File: config.mk
export PLATFORM = sky130hd
export DESIGN_NAME = array_port_ctrl
export DESIGN_NICKNAME = d
export VERILOG_FILES = /design/src/rtl/array_pkg.sv /design/src/rtl/array_resp_fifo.sv /design/src/rtl/array_port_ctrl.sv
export SDC_FILE = /design/constraint.sdc
export NUM_CORES = 1
export LEC_CHECK = 0
export CAP_MARGIN = 20
export CELL_PAD_IN_SITES_DETAIL_PLACEMENT = 0
export CELL_PAD_IN_SITES_GLOBAL_PLACEMENT = 2
export CORE_UTILIZATION = 30
export CTS_BUF_LIST = sky130_fd_sc_hd__clkbuf_8
export CTS_CLUSTER_DIAMETER = 50
export DETAILED_ROUTE_END_ITERATION = 10
export PLACE_DENSITY_LB_ADDON = 0.15
export SYNTH_ARGS = -nofsm -noshare
export SYNTH_HDL_FRONTEND = slang
export SYNTH_HIERARCHICAL = 1
export SYNTH_SLANG_ARGS = --single-unit
File: constraint.sdc
create_clock -name clock -period 14 [get_ports clock]
set_clock_uncertainty 0.15 [all_clocks]
set_input_delay 2.1 -clock clock [delete_from_list [all_inputs] [get_ports clock]]
set_output_delay 2.1 -clock clock [all_outputs]
set_load 0.005 [all_outputs]
File: src/rtl/array_pkg.sv
// array_pkg: shared geometry of the 128 x 108 masked SRAM and the controller state type.
package array_pkg;
    localparam int ARRAY_DEPTH    = 128;
    localparam int ARRAY_AW       = 7;
    localparam int ARRAY_WIDTH    = 108;
    localparam int ARRAY_MASK_SEG = 4;
    localparam int ARRAY_GRAN     = 27;
    typedef enum logic {ST_INIT, ST_RUN} state_e;
endpackage

File: src/rtl/array_resp_fifo.sv
// array_resp_fifo: 2-entry response buffer; head reads as zero while empty.
module array_resp_fifo
    import array_pkg::*;
#(
    parameter int WIDTH = ARRAY_WIDTH
) (
    input  logic             clk_i,
    input  logic             rst_i,
    input  logic             push_i,
    input  logic [WIDTH-1:0] push_data_i,
    input  logic             pop_i,
    output logic [1:0]       count_o,
    output logic [WIDTH-1:0] head_o
);
    logic [WIDTH-1:0] mem_q [2];
    logic             wr_q, rd_q;
    logic [1:0]       cnt_q;

    always_ff @(posedge clk_i or posedge rst_i)
        if (rst_i) begin
            mem_q[0] <= '0;
            mem_q[1] <= '0;
            wr_q     <= 1'b0;
            rd_q     <= 1'b0;
            cnt_q    <= 2'd0;
        end else begin
            if (push_i) begin
                mem_q[wr_q] <= push_data_i;
                wr_q        <= !wr_q;
            end
            if (pop_i) rd_q <= !rd_q;
            cnt_q <= cnt_q + {1'b0, push_i} - {1'b0, pop_i};
        end

    assign count_o = cnt_q;
    assign head_o  = cnt_q != 2'd0 ? mem_q[rd_q] : '0;
endmodule

File: src/rtl/array_port_ctrl.sv
// array_port_ctrl: request/response controller for the masked SRAM macro,
// zero-sweeping the array after reset and buffering read data under backpressure.
module array_port_ctrl
    import array_pkg::*;
#(
    parameter int DEPTH        = ARRAY_DEPTH,
    parameter int AW           = ARRAY_AW,
    parameter int WIDTH        = ARRAY_WIDTH,
    parameter int MASK_SEG     = ARRAY_MASK_SEG,
    parameter int GRAN         = ARRAY_GRAN,
    parameter bit CLR_ON_RESET = 1'b1
) (
    input  logic                clock,
    input  logic                reset,
    input  logic                req_valid,
    output logic                req_ready,
    input  logic                req_write,
    input  logic [AW-1:0]       req_addr,
    input  logic [MASK_SEG-1:0] req_mask,
    input  logic [WIDTH-1:0]    req_wdata,
    output logic                resp_valid,
    input  logic                resp_ready,
    output logic [WIDTH-1:0]    resp_rdata,
    output logic                init_done,
    output logic [AW-1:0]       RW0_addr,
    output logic                RW0_en,
    output logic                RW0_wmode,
    output logic [MASK_SEG-1:0] RW0_wmask,
    output logic [WIDTH-1:0]    RW0_wdata,
    input  logic [WIDTH-1:0]    RW0_rdata
);
    if (WIDTH != MASK_SEG * GRAN) begin : g_bad_geometry
        $error("array_port_ctrl: WIDTH must equal MASK_SEG*GRAN");
    end

    state_e        state_q;
    logic [AW-1:0] cnt_q;
    logic          done_q, inflight_q;
    logic [1:0]    fifo_cnt, outstanding;
    logic          pop, fire, sweep;

    // Credit counts a read as soon as it is issued, so the FIFO can never overflow.
    assign pop         = resp_valid && resp_ready;
    assign outstanding = fifo_cnt + {1'b0, inflight_q} - {1'b0, pop};
    assign req_ready   = state_q == ST_RUN && outstanding < 2'd2;
    assign fire        = req_valid && req_ready;
    // Sweep is gated by reset so the macro sees no access while reset is held.
    assign sweep       = CLR_ON_RESET && state_q == ST_INIT && !reset;

    assign RW0_en    = sweep || fire;
    assign RW0_wmode = sweep || (fire && req_write);
    assign RW0_addr  = sweep ? cnt_q : fire ? req_addr : '0;
    assign RW0_wmask = sweep ? '1 : fire ? req_mask : '0;
    assign RW0_wdata = fire ? req_wdata : '0;
    assign init_done = done_q;

    always_ff @(posedge clock or posedge reset)
        if (reset) begin
            state_q    <= ST_INIT;
            cnt_q      <= '0;
            done_q     <= 1'b0;
            inflight_q <= 1'b0;
        end else begin
            inflight_q <= fire && !req_write;
            if (state_q == ST_INIT) begin
                cnt_q <= cnt_q + 1'b1;
                if (!CLR_ON_RESET || cnt_q == AW'(DEPTH - 1)) begin
                    state_q <= ST_RUN;
                    done_q  <= 1'b1;
                end
            end
        end

    array_resp_fifo #(.WIDTH(WIDTH)) u_fifo (
        .clk_i       (clock),
        .rst_i       (reset),
        .push_i      (inflight_q),
        .push_data_i (RW0_rdata),
        .pop_i       (pop),
        .count_o     (fifo_cnt),
        .head_o      (resp_rdata)
    );
    assign resp_valid = fifo_cnt != 2'd0;
endmodule

==> flow_summary_export.csv, run 1 <==
group,metric,value,unit
sta,finalCriticalPeriod,7.59,ns
final_layout,postLayoutCellArea,17300,um^2
setup_path,crit_fanout,99,
final_layout,fillers,3590,
die,dieArea,39000,um^2
synth,postSynthAreaPerCell,12.5,um^2
clock_tree,htree_levels,2,
die,row_count,71,
placed_design,dp_hpwl,27200,um
setup_path,crit_top_cell,"clkdlybuf4s50_1",
route,first_pass_iters,4,
die,core_area,37700,um^2
route,drc,0,
clock_tree,cts_tree,"yes",
setup_path,cp_top_family,"buffers and inverters",
synth,synth-compound-area-share,0.00699,
clock_tree,ctsRootBufferMaster,"clkbuf_8",
global_route,grt-ovfl-total,0,
synth,ys_types,28,
route,drt_wl_total,38900,um
global_route,grt_pass1_wl,58000,um
synth,yosysWarnings,6,
synth,synth_mux_area_frac,0.314,
synth,synth-simple-area-share,0.127,
final_layout,nets,1599,
sta,worst_pin_slew,1.07,ns
sta,grt_setup_unrepaired,"no",
route,postRouteAntennaNets,0,
setup_path,end_kind,"output port",
global_route,grt_antenna_before_repair,16,
sta,max_freq,132,MHz
job,cap_violations,0,
setup_path,worst_path_largest_cell_delay,0.88,ns
clock_tree,cts_sinks,230,
placed_design,dp_slack,6.45,ns
synth,synth-xor-area-share,0.0105,
clock_tree,numCtsBuffers,42,
route,drt-vias-per-instance,4.64,
power,power.density,121,nW/um^2
route,post_drt_wl_per_cell,20.3,um
synth,syn-cell-area,11500,um^2
sta,worst_slack,6.41,ns
placed_design,placed_cell_area,16500,um^2
global_route,grt_max_degree,150,
route,vias,8896,
sta,slew_violations,0,
sta,hold_viol,0,
sta,setup_viol,0,
clock_tree,insertion_delay,0.54,ns
global_route,grt_pass1_vias,9498,
synth,syn_inst,920,
setup_path,crit_type,"primary input to output port",
die,initial_core_util,0.304,
clock_tree,ctsResizeCount,0,
final_layout,syn2layout_area_growth,51.3,%
setup_path,worstPathRequired,11.75,ns
setup_path,path_cells,"clkdlybuf4s50_1 > and2_1 > ha_1 > xnor2_2 > xnor2_4 > buf_4 > o21ai_0 > clkdlybuf4s50_1",
power,peakVddDrop,0.0000949,V
die,die_h,197,um
setup_path,cp.buffers_inverters,3,
placed_design,gp_congestion,0.816,
final_layout,layout-drive-gt1-share,0.213,
clock_tree,postCtsSetupBuffers,0,
hold_path,hp-class,"register to register",
run_status,status,"finished, final reports clean",
synth,ys_ff_latch,230,
power,p_leak,7.47,nW
placed_design,portBuffers,463,
setup_path,startpoint_type,"primary input",
final_layout,final_cell_mix,"463 x clkdlybuf4s50_1, 229 x dfrtp_1, 191 x mux2_2",
clock_tree,clk_path_buf_depth,3,
sta,relSlewSlack,0.289,
global_route,grt_usage,0.198,
final_layout,final_common_cell,"clkdlybuf4s50_1",
synth,synth_nets,1156,
synth,ys_seq_area_frac,0.502,
clock_tree,clk_pin_slew_worst_paths,0.05,ns
die,die_x,197,um
synth,synthAdderAreaFrac,0.00437,
setup_path,cp.arrival,5.34,ns
sta,fin_crit_sh,0.542,
setup_path,cp_slowest_cell,"buf_4",
synth,synth_top_family_by_area,"multiplexers",
sta,finalSetupTns,0,ns
route,drt_iter0_drc,329,
clock_tree,cts-hold-fix-buffers,0,
die,ios,464,
[power breakdown]
part           internal [mW]  leakage (nW)  switching, mW  total [mW]
sequential             0.686          2.94         0.0569       0.743
clock                  0.334         0.482          0.272       0.606
combinational          0.391          4.05          0.361       0.752
total                   1.41          7.47          0.690        2.10
[path summary, 6_finish.rpt]
kind,start,to,slack (ns),cells past startpoint
max in group asynchronous,reset,u_fifo/mem_q[189],9.96,4
setup reg to reg,u_fifo/count_o[1],inflight_q,10.69,7
hold / removal,u_fifo/mem_q[104],u_fifo/mem_q[104],0.34,1
hold reg to reg,u_fifo/mem_q[104],u_fifo/mem_q[104],0.34,1
min in group asynchronous,reset,cnt_q[5],1.94,2
setup / recovery,resp_ready,RW0_addr[4],6.41,8
[metrics by stage]
step	power (mW)	instances	hold WS (ns)	util
floorplan	1.13	920	0.311	-
global placement	1.53	1829	0.325	0.437
detailed placement	1.53	1829	0.336	0.437
CTS	2.16	1903	0.348	0.459
global route	2.23	1916	0.363	0.460
finish	2.10	1916	0.342	0.460
[state kept, by name, summed over array words and instances (netlist names)]
name            flops
u_fifo/count_o      2
cnt_q               7
u_fifo/mem_q      216
u_fifo/rd_q         1
state_q             1
init_done           1
u_fifo/wr_q         1
inflight_q          1
[Yosys cell counts (all sizes together)]
master  number  area (um^2)
clkbuf      25         93.8
nor2       112          420
mux2i      108         1080
o21bai       2         15.0
nand2b       1         6.26
mux2       217         2520
inv          5         18.8
nand2       11         41.3
ha           4         50.1
dfrtp      230         5760
buf         49          287
nand3       14         70.1
nand4b       2         17.5
xnor2        8         85.1
xor2         4         35.0
and2         1         6.26
nor3b      108          861
nor3         1         5.00
nor2b        3         18.8
or2          2         12.5
o21ai       13         65.1
[area by class of cell]
cell class	count	area, um^2	area share
Sequential cell	230	5760	0.332
Multi-Input combinational cell	611	5350	0.308
Timing Repair Buffer	473	4730	0.273
Clock buffer	52	716	0.0413
Tap cell	511	639	0.0369
Clock inverter	22	93.8	0.00541
Antenna cell	12	30.0	0.00173
Inverter	5	26.3	0.00151
[metal layers]
metal	vias to the layer above	wire, um	global-route usage
met5	-	16	0
met4	4	1070	0.102
met2	292	20200	0.342
met1	4422	14800	0.219
met3	59	2810	0.0604
li1	4119	-	-
[cell families after synthesis]
| family | Yosys count |
|---|---|
| adder cells (fa/ha/maj) | 4 |
| buffers and inverters | 79 |
| AND/OR/NAND/NOR | 255 |
| multiplexers | 325 |
| flip-flops | 230 |
| XOR/XNOR | 12 |
| AO/OA/AOI/OAI | 15 |
Power figures use the tool's default switching activity.
==> run 2: changes to the inputs <==
CORE_UTILIZATION = 28   (was 30)
clock period = 7.1 ns   (was 14 ns; I/O delays follow)
==> flow_summary_export.csv, run 2 (synthesis results as in run 1) <==
group,metric,value,unit
run_status,status,"finished, final reports clean",
setup_path,startpoint_type,"primary input",
route,drc,0,
route,vias,8830,
final_layout,instances_no_fill,1919,
placed_design,dp_hpwl,26100,um
final_layout,layout-drive-gt1-share,0.218,
placed_design,place_inst,1844,
route,drt_wl_total,37500,um
sta,worst_pin_slew,1.06,ns
clock_tree,clk_path_buf_depth,3,
final_layout,final_common_cell,"clkdlybuf4s50_1",
sta,finalSetupTns,0,ns
clock_tree,cts-hold-fix-buffers,0,
final_layout,largest_reg_flops,216,
sta,fin_crit_sh,0.695,
die,die_x,204,um
setup_path,crit_type,"primary input to output port",
setup_path,crit_fanout,123,
global_route,grt-ovfl-total,0,
global_route,grt_antenna_before_repair,5,
sta,relSlewSlack,0.292,
power,peakVddDrop,0.000280,V
setup_path,end_kind,"output port",
die,dieArea,41800,um^2
die,die_h,204,um
final_layout,top_register,"u_fifo/mem_q",
clock_tree,numCtsBuffers,43,
final_layout,postLayoutCellArea,17400,um^2
die,ios,464,
sta,hold_viol,0,
setup_path,critPathLaunch,"resp_ready",
placed_design,placed_cell_area,16500,um^2
sta,setup_viol,0,
route,postRouteAntennaNets,0,
die,initial_core_util,0.286,
clock_tree,ctsRootBufferMaster,"clkbuf_8",
placed_design,dp_slack,2.22,ns
power,p_leak,7.49,nW
sta,worst_slack,2.16,ns
hold_path,holdCritStartpoint,"init_done",
clock_tree,cts_tree,"yes",
route,first_pass_iters,4,
job,cap_violations,0,
clock_tree,cts_sinks,230,
final_layout,fillers,3869,
power,power.density,247,nW/um^2
clock_tree,postCtsSetupBuffers,0,
final_layout,syn2layout_area_growth,52.0,%
final_layout,nets,1600,
hold_path,hp-class,"register to register",
route,drt_iter0_drc,252,
sta,grt_setup_unrepaired,"no",
sta,slew_violations,0,
route,post_drt_wl_per_cell,19.6,um
die,row_count,73,
die,core_area,40100,um^2
placed_design,portBuffers,463,
clock_tree,insertion_delay,0.55,ns
global_route,grt_max_degree,170,
global_route,grt_usage,0.177,
final_layout,final_cell_mix,"463 x clkdlybuf4s50_1, 229 x dfrtp_1, 191 x mux2_2",
setup_path,cp.arrival,3.72,ns
clock_tree,clk_pin_slew_worst_paths,0.05,ns
clock_tree,ctsResizeCount,0,
sta,finalCriticalPeriod,4.94,ns
global_route,grt_pass1_wl,56800,um
sta,max_freq,203,MHz
setup_path,timing.rr.start,"inflight_q",
clock_tree,htree_levels,2,
placed_design,gp_congestion,0.808,
setup_path,worstPathRequired,5.88,ns
global_route,grt_pass1_vias,9501,
route,drt-vias-per-instance,4.60,
-- run 2: cell types whose count changed in the layout (fill, tap and decap cells not counted), moves of 2 or more --
cell      before  now
clkbuf_8      52   57
diode_2       12    2
buf_4          9    7
buf_12         0    3
inv_1         22   14
clkinv_2       2    4
-- run 2: worst max-delay path: stages --
cell and delay, ns:
clkdlybuf4s50_1 0.45, and2_1 0.18, ha_1 0.25, nor2b_1 0.30, xnor2_4 0.12, buf_12 0.21
nor3b_1 0.42, clkdlybuf4s50_1 0.58
-- run 2: stage by stage --
stage | hold slack, ns | total power, mW | util
global placement | 0.316 | 3.06 | 0.412
global route | 0.361 | 4.56 | 0.435
detailed placement | 0.320 | 3.06 | 0.412
CTS | 0.347 | 4.41 | 0.434
finish | 0.339 | 4.30 | 0.435
floorplan | 0.311 | 2.23 | -
-- run 2: worst paths after layout --
kind | endpoint | slack (ns) | cells after the start
max in group asynchronous | u_fifo/mem_q[53] | 4.43 | 4
min in group asynchronous | cnt_q[1] | 0.85 | 2
setup / recovery | RW0_wdata[71] | 2.16 | 8
hold / removal | init_done | 0.34 | 1
hold reg to reg | init_done | 0.34 | 1
setup reg to reg | u_fifo/mem_q[197] | 4.25 | 3
-- run 2: cell type report --
class,instances,area [um^2],area share
multi-input combinational,611,5350,0.307
timing repair buffer,473,4750,0.272
clock buffer,57,785,0.0450
antenna,2,5.00,0.000287
tap,525,657,0.0377
clock inverter,16,98.8,0.00567
inverter,5,22.5,0.00129
sequential,230,5760,0.331
-- run 2: per-layer routing --
metal,GRT usage,share of wire,vias to the layer above
met2,0.311,0.50,283
met5,0,0.00085,-
met3,0.0520,0.069,68
li1,-,-,4104
met1,0.202,0.40,4369
met4,0.0690,0.031,6
-- run 2: power by group --
group	switching, mW	internal (mW)	total (mW)	leakage [nW]
sequential	0.0984	1.35	1.45	2.94
clock	0.551	0.750	1.30	0.499
combinational	0.759	0.786	1.55	4.05
total	1.41	2.89	4.30	7.49
